**config.mk**
```make
export PLATFORM = sky130hd
export DESIGN_NAME = mips_multicycle_control_flat
export DESIGN_NICKNAME = d
export VERILOG_FILES = /design/src/rtl/mips_multicycle_control_if.sv /design/src/rtl/mips_multicycle_control.sv /design/src/flat_wrapper.sv
export SDC_FILE = /design/constraint.sdc
export NUM_CORES = 1
export LEC_CHECK = 0
export BUFFER_PORTS_ARGS = -buffer_cell sky130_fd_sc_hd__buf_2
export CORE_AREA = 2 2 39 41
export DETAILED_ROUTE_END_ITERATION = 16
export DIE_AREA = 0 0 41 43
export PLACE_DENSITY = 0.7
export SYNTH_ARGS = -nofsm -noshare
export SYNTH_HDL_FRONTEND = slang
export SYNTH_SLANG_ARGS = --single-unit
```
**constraint.sdc**
```tcl
create_clock -name clk -period 2 [get_ports clk]
set_clock_uncertainty 0.05 [all_clocks]
set_input_delay 0.6 -clock clk [delete_from_list [all_inputs] [get_ports clk]]
set_output_delay 0.6 -clock clk [all_outputs]
set_load 0.05 [all_outputs]
```
**src/rtl/mips_multicycle_control_if.sv**
```systemverilog
// rtl/mips_multicycle_control_if.sv - datapath control bundle between the multicycle MIPS controller and datapath
// InstrCount exists only when MCCTRL_INSTR_COUNT_EN is defined.
interface mips_multicycle_control_if #(
  parameter int STATE_W = 4
);
  logic [5:0]         Opcode;
  logic               Zero;
  logic               IorD;
  logic               MemWrite;
  logic               IRWrite;
  logic               RegDst;
  logic               MemtoReg;
  logic               RegWrite;
  logic               ALUSrcA;
  logic [1:0]         ALUSrcB;
  logic [1:0]         ALUOp;
  logic [1:0]         PCSrc;
  logic               PCEn;
  logic               Illegal;
  logic [STATE_W-1:0] State;
`ifdef MCCTRL_INSTR_COUNT_EN
  logic [31:0]        InstrCount;
`endif

  // master is the controller, slave is the datapath side
  modport master (
    input  Opcode, Zero,
    output IorD, MemWrite, IRWrite, RegDst, MemtoReg, RegWrite,
           ALUSrcA, ALUSrcB, ALUOp, PCSrc, PCEn, Illegal, State
`ifdef MCCTRL_INSTR_COUNT_EN
    , output InstrCount
`endif
  );

  modport slave (
    output Opcode, Zero,
    input  IorD, MemWrite, IRWrite, RegDst, MemtoReg, RegWrite,
           ALUSrcA, ALUSrcB, ALUOp, PCSrc, PCEn, Illegal, State
`ifdef MCCTRL_INSTR_COUNT_EN
    , input InstrCount
`endif
  );
endinterface

```
**src/rtl/mips_multicycle_control.sv**
```systemverilog
// rtl/mips_multicycle_control.sv - main control FSM of the multicycle MIPS datapath
// Optional retired-instruction counter enabled by MCCTRL_INSTR_COUNT_EN.
module mips_multicycle_control #(
  parameter int STATE_W = 4
) (
  input  logic                      clk,
  input  logic                      reset,
  mips_multicycle_control_if.master bus
);

  localparam logic [5:0] OP_RTYPE = 6'b000000;
  localparam logic [5:0] OP_LW    = 6'b100011;
  localparam logic [5:0] OP_SW    = 6'b101011;
  localparam logic [5:0] OP_BEQ   = 6'b000100;
  localparam logic [5:0] OP_ADDI  = 6'b001000;
  localparam logic [5:0] OP_J     = 6'b000010;

  typedef enum logic [STATE_W-1:0] {
    FETCH    = STATE_W'(0),
    DECODE   = STATE_W'(1),
    MEMADR   = STATE_W'(2),
    MEMREAD  = STATE_W'(3),
    MEMWB    = STATE_W'(4),
    MEMWRITE = STATE_W'(5),
    EXECUTE  = STATE_W'(6),
    ALUWB    = STATE_W'(7),
    BRANCH   = STATE_W'(8),
    ADDIEX   = STATE_W'(9),
    ADDIWB   = STATE_W'(10),
    JUMP     = STATE_W'(11),
    ILLEGAL  = STATE_W'(12)
  } state_t;

  state_t state;

`ifdef MCCTRL_INSTR_COUNT_EN
  logic [31:0] instr_count;
`endif

  always_ff @(posedge clk or posedge reset) begin
    if (reset) begin
      state <= FETCH;
`ifdef MCCTRL_INSTR_COUNT_EN
      instr_count <= '0;
`endif
    end else begin
      case (state)
        FETCH:   state <= DECODE;
        DECODE: begin
          case (bus.Opcode)
            OP_LW, OP_SW: state <= MEMADR;
            OP_RTYPE:     state <= EXECUTE;
            OP_BEQ:       state <= BRANCH;
            OP_ADDI:      state <= ADDIEX;
            OP_J:         state <= JUMP;
            default:      state <= ILLEGAL;
          endcase
        end
        // a non-memory opcode here means the IR changed underneath us; abandon without writing
        MEMADR: begin
          if (bus.Opcode == OP_LW)      state <= MEMREAD;
          else if (bus.Opcode == OP_SW) state <= MEMWRITE;
          else                          state <= FETCH;
        end
        MEMREAD: state <= MEMWB;
        EXECUTE: state <= ALUWB;
        ADDIEX:  state <= ADDIWB;
        ILLEGAL: state <= ILLEGAL;
        default: state <= FETCH;
      endcase

`ifdef MCCTRL_INSTR_COUNT_EN
      // every terminal state unconditionally retires back to FETCH
      if (state == MEMWB || state == MEMWRITE || state == ALUWB ||
          state == BRANCH || state == ADDIWB || state == JUMP) begin
        instr_count <= instr_count + 32'd1;
      end
`endif
    end
  end

  logic       iord, memwrite, irwrite, regdst, memtoreg, regwrite;
  logic       alusrca, illegal, pcwrite, branch;
  logic [1:0] alusrcb, aluop, pcsrc;

  // gating on reset keeps every enable low while reset is held, not just after the edge
  always_comb begin
    iord     = 1'b0;
    memwrite = 1'b0;
    irwrite  = 1'b0;
    regdst   = 1'b0;
    memtoreg = 1'b0;
    regwrite = 1'b0;
    alusrca  = 1'b0;
    illegal  = 1'b0;
    pcwrite  = 1'b0;
    branch   = 1'b0;
    alusrcb  = 2'b00;
    aluop    = 2'b00;
    pcsrc    = 2'b00;
    if (!reset) begin
      case (state)
        FETCH: begin
          alusrcb = 2'b01;
          irwrite = 1'b1;
          pcwrite = 1'b1;
        end
        DECODE: alusrcb = 2'b11;
        MEMADR: begin
          alusrca = 1'b1;
          alusrcb = 2'b10;
        end
        MEMREAD: iord = 1'b1;
        MEMWB: begin
          memtoreg = 1'b1;
          regwrite = 1'b1;
        end
        MEMWRITE: begin
          iord     = 1'b1;
          memwrite = 1'b1;
        end
        EXECUTE: begin
          alusrca = 1'b1;
          aluop   = 2'b10;
        end
        ALUWB: begin
          regdst   = 1'b1;
          regwrite = 1'b1;
        end
        BRANCH: begin
          alusrca = 1'b1;
          aluop   = 2'b01;
          pcsrc   = 2'b01;
          branch  = 1'b1;
        end
        ADDIEX: begin
          alusrca = 1'b1;
          alusrcb = 2'b10;
        end
        ADDIWB: regwrite = 1'b1;
        JUMP: begin
          pcsrc   = 2'b10;
          pcwrite = 1'b1;
        end
        ILLEGAL: illegal = 1'b1;
        default: ;
      endcase
    end
  end

  assign bus.IorD     = iord;
  assign bus.MemWrite = memwrite;
  assign bus.IRWrite  = irwrite;
  assign bus.RegDst   = regdst;
  assign bus.MemtoReg = memtoreg;
  assign bus.RegWrite = regwrite;
  assign bus.ALUSrcA  = alusrca;
  assign bus.ALUSrcB  = alusrcb;
  assign bus.ALUOp    = aluop;
  assign bus.PCSrc    = pcsrc;
  assign bus.PCEn     = pcwrite | (branch & bus.Zero);
  assign bus.Illegal  = illegal;
  assign bus.State    = state;
`ifdef MCCTRL_INSTR_COUNT_EN
  assign bus.InstrCount = instr_count;
`endif

endmodule

```
**src/flat_wrapper.sv**
```systemverilog
// flat-port wrapper written by rule: the top's interface ports become plain ports
module mips_multicycle_control_flat 
#(
  parameter int STATE_W = 4
)
  (clk, reset, bus_Opcode, bus_Zero, bus_IorD, bus_MemWrite, bus_IRWrite, bus_RegDst, bus_MemtoReg, bus_RegWrite, bus_ALUSrcA, bus_ALUSrcB, bus_ALUOp, bus_PCSrc, bus_PCEn, bus_Illegal, bus_State);
  mips_multicycle_control_if #(.STATE_W(STATE_W)) bus_i ();
  input  logic clk;
  input  logic reset;
  input wire logic [$bits(bus_i.Opcode)-1:0] bus_Opcode;
  input wire logic [$bits(bus_i.Zero)-1:0] bus_Zero;
  output wire logic [$bits(bus_i.IorD)-1:0] bus_IorD;
  output wire logic [$bits(bus_i.MemWrite)-1:0] bus_MemWrite;
  output wire logic [$bits(bus_i.IRWrite)-1:0] bus_IRWrite;
  output wire logic [$bits(bus_i.RegDst)-1:0] bus_RegDst;
  output wire logic [$bits(bus_i.MemtoReg)-1:0] bus_MemtoReg;
  output wire logic [$bits(bus_i.RegWrite)-1:0] bus_RegWrite;
  output wire logic [$bits(bus_i.ALUSrcA)-1:0] bus_ALUSrcA;
  output wire logic [$bits(bus_i.ALUSrcB)-1:0] bus_ALUSrcB;
  output wire logic [$bits(bus_i.ALUOp)-1:0] bus_ALUOp;
  output wire logic [$bits(bus_i.PCSrc)-1:0] bus_PCSrc;
  output wire logic [$bits(bus_i.PCEn)-1:0] bus_PCEn;
  output wire logic [$bits(bus_i.Illegal)-1:0] bus_Illegal;
  output wire logic [$bits(bus_i.State)-1:0] bus_State;
  assign bus_i.Opcode = bus_Opcode;
  assign bus_i.Zero = bus_Zero;
  assign bus_IorD = bus_i.IorD;
  assign bus_MemWrite = bus_i.MemWrite;
  assign bus_IRWrite = bus_i.IRWrite;
  assign bus_RegDst = bus_i.RegDst;
  assign bus_MemtoReg = bus_i.MemtoReg;
  assign bus_RegWrite = bus_i.RegWrite;
  assign bus_ALUSrcA = bus_i.ALUSrcA;
  assign bus_ALUSrcB = bus_i.ALUSrcB;
  assign bus_ALUOp = bus_i.ALUOp;
  assign bus_PCSrc = bus_i.PCSrc;
  assign bus_PCEn = bus_i.PCEn;
  assign bus_Illegal = bus_i.Illegal;
  assign bus_State = bus_i.State;
  mips_multicycle_control #(.STATE_W(STATE_W)) u_core (.clk(clk), .reset(reset), .bus(bus_i));
endmodule
```
==> summary.md <==
| Metric | Value |
|---|---|
| Root Buffer | clkbuf_4 |
| Tot GR Track Use | 0.2440 |
| Worst-path clk slew | approximately 0.040 ns |
| Syn Nets | between 70 and 80 |
| Leakage | just over 0.5 nW |
| Ports | 28 |
| Layout cells sized above 1 | 0.7565 |
| Clock Sinks | 4 |
| DRC | 0 |
| Seq cells post-synth | 4 |
| Failing checks | negative setup slack |
| Initial core utilization | 0.3626 |
| Final period util | 1.114 |
| WL/cell | around 17 um |
| Final wirelength | 2.196 mm |
| Largest net degree at the start of global routing | 10 |
| Worst endpoint data arrival time | ~1.6 ns |
| I/O Buffers | 27 |
| Mapped Area | roughly 500 sq um |
| CORE AREA | 1384 sq um |
| Final nets | ~130 |
| Final Critical Period | 2.228 ns |
| Max reg flops | 4 |
| Worst path required time | 1.35 ns |
| Worst path setup slack after routing | -0.2283 ns |
| Final setup fails | 13 |
| Fin. max-slew vios | 0 |
| F_max | between 400 and 500 MHz |
| Syn_area_per_cell | 7.719 sq um |
| Slew HR | 0.7903 |
| Row Count | 14 |
| H-tree levels | 1 |
| Layout area overhead | 133.9% |
| Number of fill cells in the layout | 68 |
| Post-DP HPWL | roughly 1.3 mm |
| Yosys warns | 0 |
| Gr ovfl total | 0 |
| Inst Count DP | 119 |
| Slew at the pin closest to its max-slew limit | between 0.3 and 0.4 ns |
| Via count | between 700 and 800 |
| Startpoint types | input port |
| Critical path's slowest cell | or3_4 |
| Avg Vias per Cell | 5.649 |
| Clk buf depth | 2 |
| Routed Antenna Nets | 0 |
| CTS tree | yes |
| Cts bufs inserted | 3 |
| GP Congestion | between 0.7 and 0.8 |
| Initial antenna violation count | 0 |
| Max VDD drop | roughly 0.001 V |
| Critical path endpoint category | output pin |
| Distinct cells, synth | 35 |
| # diodes | 0 |
| Final hold vios | 0 |
| RSZ-0062 raised after global routing | true |
| Multi-input logic area | 544.3 sq um |
| Post-CTS Hold Fix Bufs | 0 |
| Storage element area | approximately 110 sq um |
| Die extent in y | between 40 and 50 um |
| Finished Layout Cells | 131 |
| Max-cap violations | 0 |
| Worst stage delay on the critical path | between 0.4 and 0.5 ns |
| Vias in the first global route | a little under 700 |
| Sequential share of the synthesized area | 0.1995 |
| Worst hold path type | input port to asynchronous set/reset pin |
| Worst-Skew Late Latency | ~0.22 ns |
| 1st-iter DRT viols | 26 |
| WS Path Type | input port to output pin |
| Global-route wire length before repair | roughly 3 mm |
| Initial DRT Pass Iterations | 4 |
| Die area | about 1800 sq um |
| Mapped Cells | between 60 and 70 |
| Critical path peak fanout | 3 |
| Power Total | 1.802 mW |
| Worst path cell trace | buf_6 > or3_4 > nor3_4 > a211o_4 > buf_8 |
| P per Cell Area | 1535 nW/um^2 |
| Die width | just over 40 um |
| Status | finished with violations |
[per-stage QoR]
| step | instance area, sq um | setup slack [ns] | utilization | TNS (ns) | hold slack [ns] |
|---|---|---|---|---|---|
| after global routing | 1174 | -0.2618 | 0.8481 | -1.855 | 0.4944 |
| after CTS | 1091 | -0.1792 | 0.7884 | -1.166 | 0.5058 |
| after floorplan | 651.9 | -0.4065 | - | -1.964 | 0.3564 |
| final | 1174 | -0.2283 | 0.8481 | -1.494 | 0.4998 |
| after global placement | 884.6 | -0.2729 | 0.6392 | -1.800 | 0.6762 |
| after detailed placement | 884.6 | -0.2890 | 0.6392 | -1.995 | 0.6937 |
[Yosys cell counts (all sizes together)]
cell	instances	area, sq um
or3b	1	11.26
o21ai	1	5.000
nor2	12	47.55
a311oi	1	8.760
a31oi	2	12.51
nand3b	1	7.510
nor3	5	30.03
nand2	3	11.26
and2	2	12.51
xnor2	1	8.760
a211oi	1	12.51
nor4b	1	8.760
and3	1	6.260
dfrtp	4	100.1
or3	1	6.260
a2111oi	1	15.01
nor3b	2	15.01
buf	4	31.27
a21o	1	7.510
xor2	1	8.760
mux2	1	11.26
o32ai	2	25.03
inv	3	11.26
nor4	2	12.51
a211o	2	17.52
a21oi	2	10.01
o21a	1	7.510
o22ai	1	6.260
nand4b	1	8.760
nand2b	4	25.02
[worst max-delay path, delay by kind of cell]
kind	cells	cell delay (ns)
AO/OA/AOI/OAI	1	0.14
AND/OR/NAND/NOR	2	0.60
buffers and inverters	2	0.23
[power by group]
group          switching, mW  internal (mW)  leakage, nW
clock                 0.0264         0.0667       0.0138
combinational          0.864          0.673        0.456
sequential            0.0502          0.122       0.0463
total                  0.940          0.861        0.516
[kinds of logic after synthesis]
| kind of cell | count (synthesis) | synth area share |
|---|---|---|
| and+or+nand+nor | 36 | 0.4040 |
| AOI/OAI and AO/OA | 15 | 0.2544 |
| buffers and inverters | 7 | 0.08477 |
| DFF | 4 | 0.1995 |
| xor gates and xnor gates | 2 | 0.03492 |
| muxes | 1 | 0.02244 |
[final timing paths]
| check | startpoint | endpoint | slack [ns] | cells past startpoint |
|---|---|---|---|---|
| worst min register to register | u_core.bus.State[1] | u_core.bus.State[3] | 0.69 | 3 |
| worst min-delay path | reset | u_core.bus.State[1] | 0.50 | 4 |
| worst max register to register | u_core.bus.State[1] | u_core.bus.State[0] | 0.54 | 4 |
| min in group clk | u_core.bus.State[1] | u_core.bus.State[3] | 0.69 | 3 |
| max in group asynchronous | reset | u_core.bus.State[0] | 1.27 | 4 |
| worst max-delay path | reset | bus_PCEn | -0.23 | 5 |
[cell type report]
| cell class | instances | share of cell area |
|---|---|---|
| Multi-Input combinational cell | 54 | 0.4638 |
| Inverter | 3 | 0.01173 |
| Sequential cell | 4 | 0.08955 |
| Tap cell | 16 | 0.01706 |
| Timing Repair Buffer | 51 | 0.3987 |
| Clock buffer | 3 | 0.01919 |
[per-layer routing]
layer | GRT usage | wire length, um | vias up
met3 | 0 | 117 | 4
met2 | 0.4813 | 1250 | 39
met5 | 0 | 0 | -
li1 | - | - | 343
met1 | 0.2671 | 781 | 354
met4 | 0.04000 | 46 | 0
[cell usage in the layout (no fill, tap or decap), types with 2 or more instances in the layout]
cell type   n
buf_6      16
dfrtp_2     4
buf_8       7
a21oi_1     2
nor3_1      2
clkbuf_4    3
nand2_1     2
a31oi_1     2
inv_1       2
buf_2      11
nand2b_4    4
nor2_1      5
buf_4      17
nor2_4      6
nor3_4      3
[repair_timing]
action	CTS	global route
setup endpoints to repair	15	15
endpoints found under the hold margin	0	0
buffers inserted	4	5
pin swaps	6	3
resized for setup	44	12
Power figures use the tool's default switching activity.
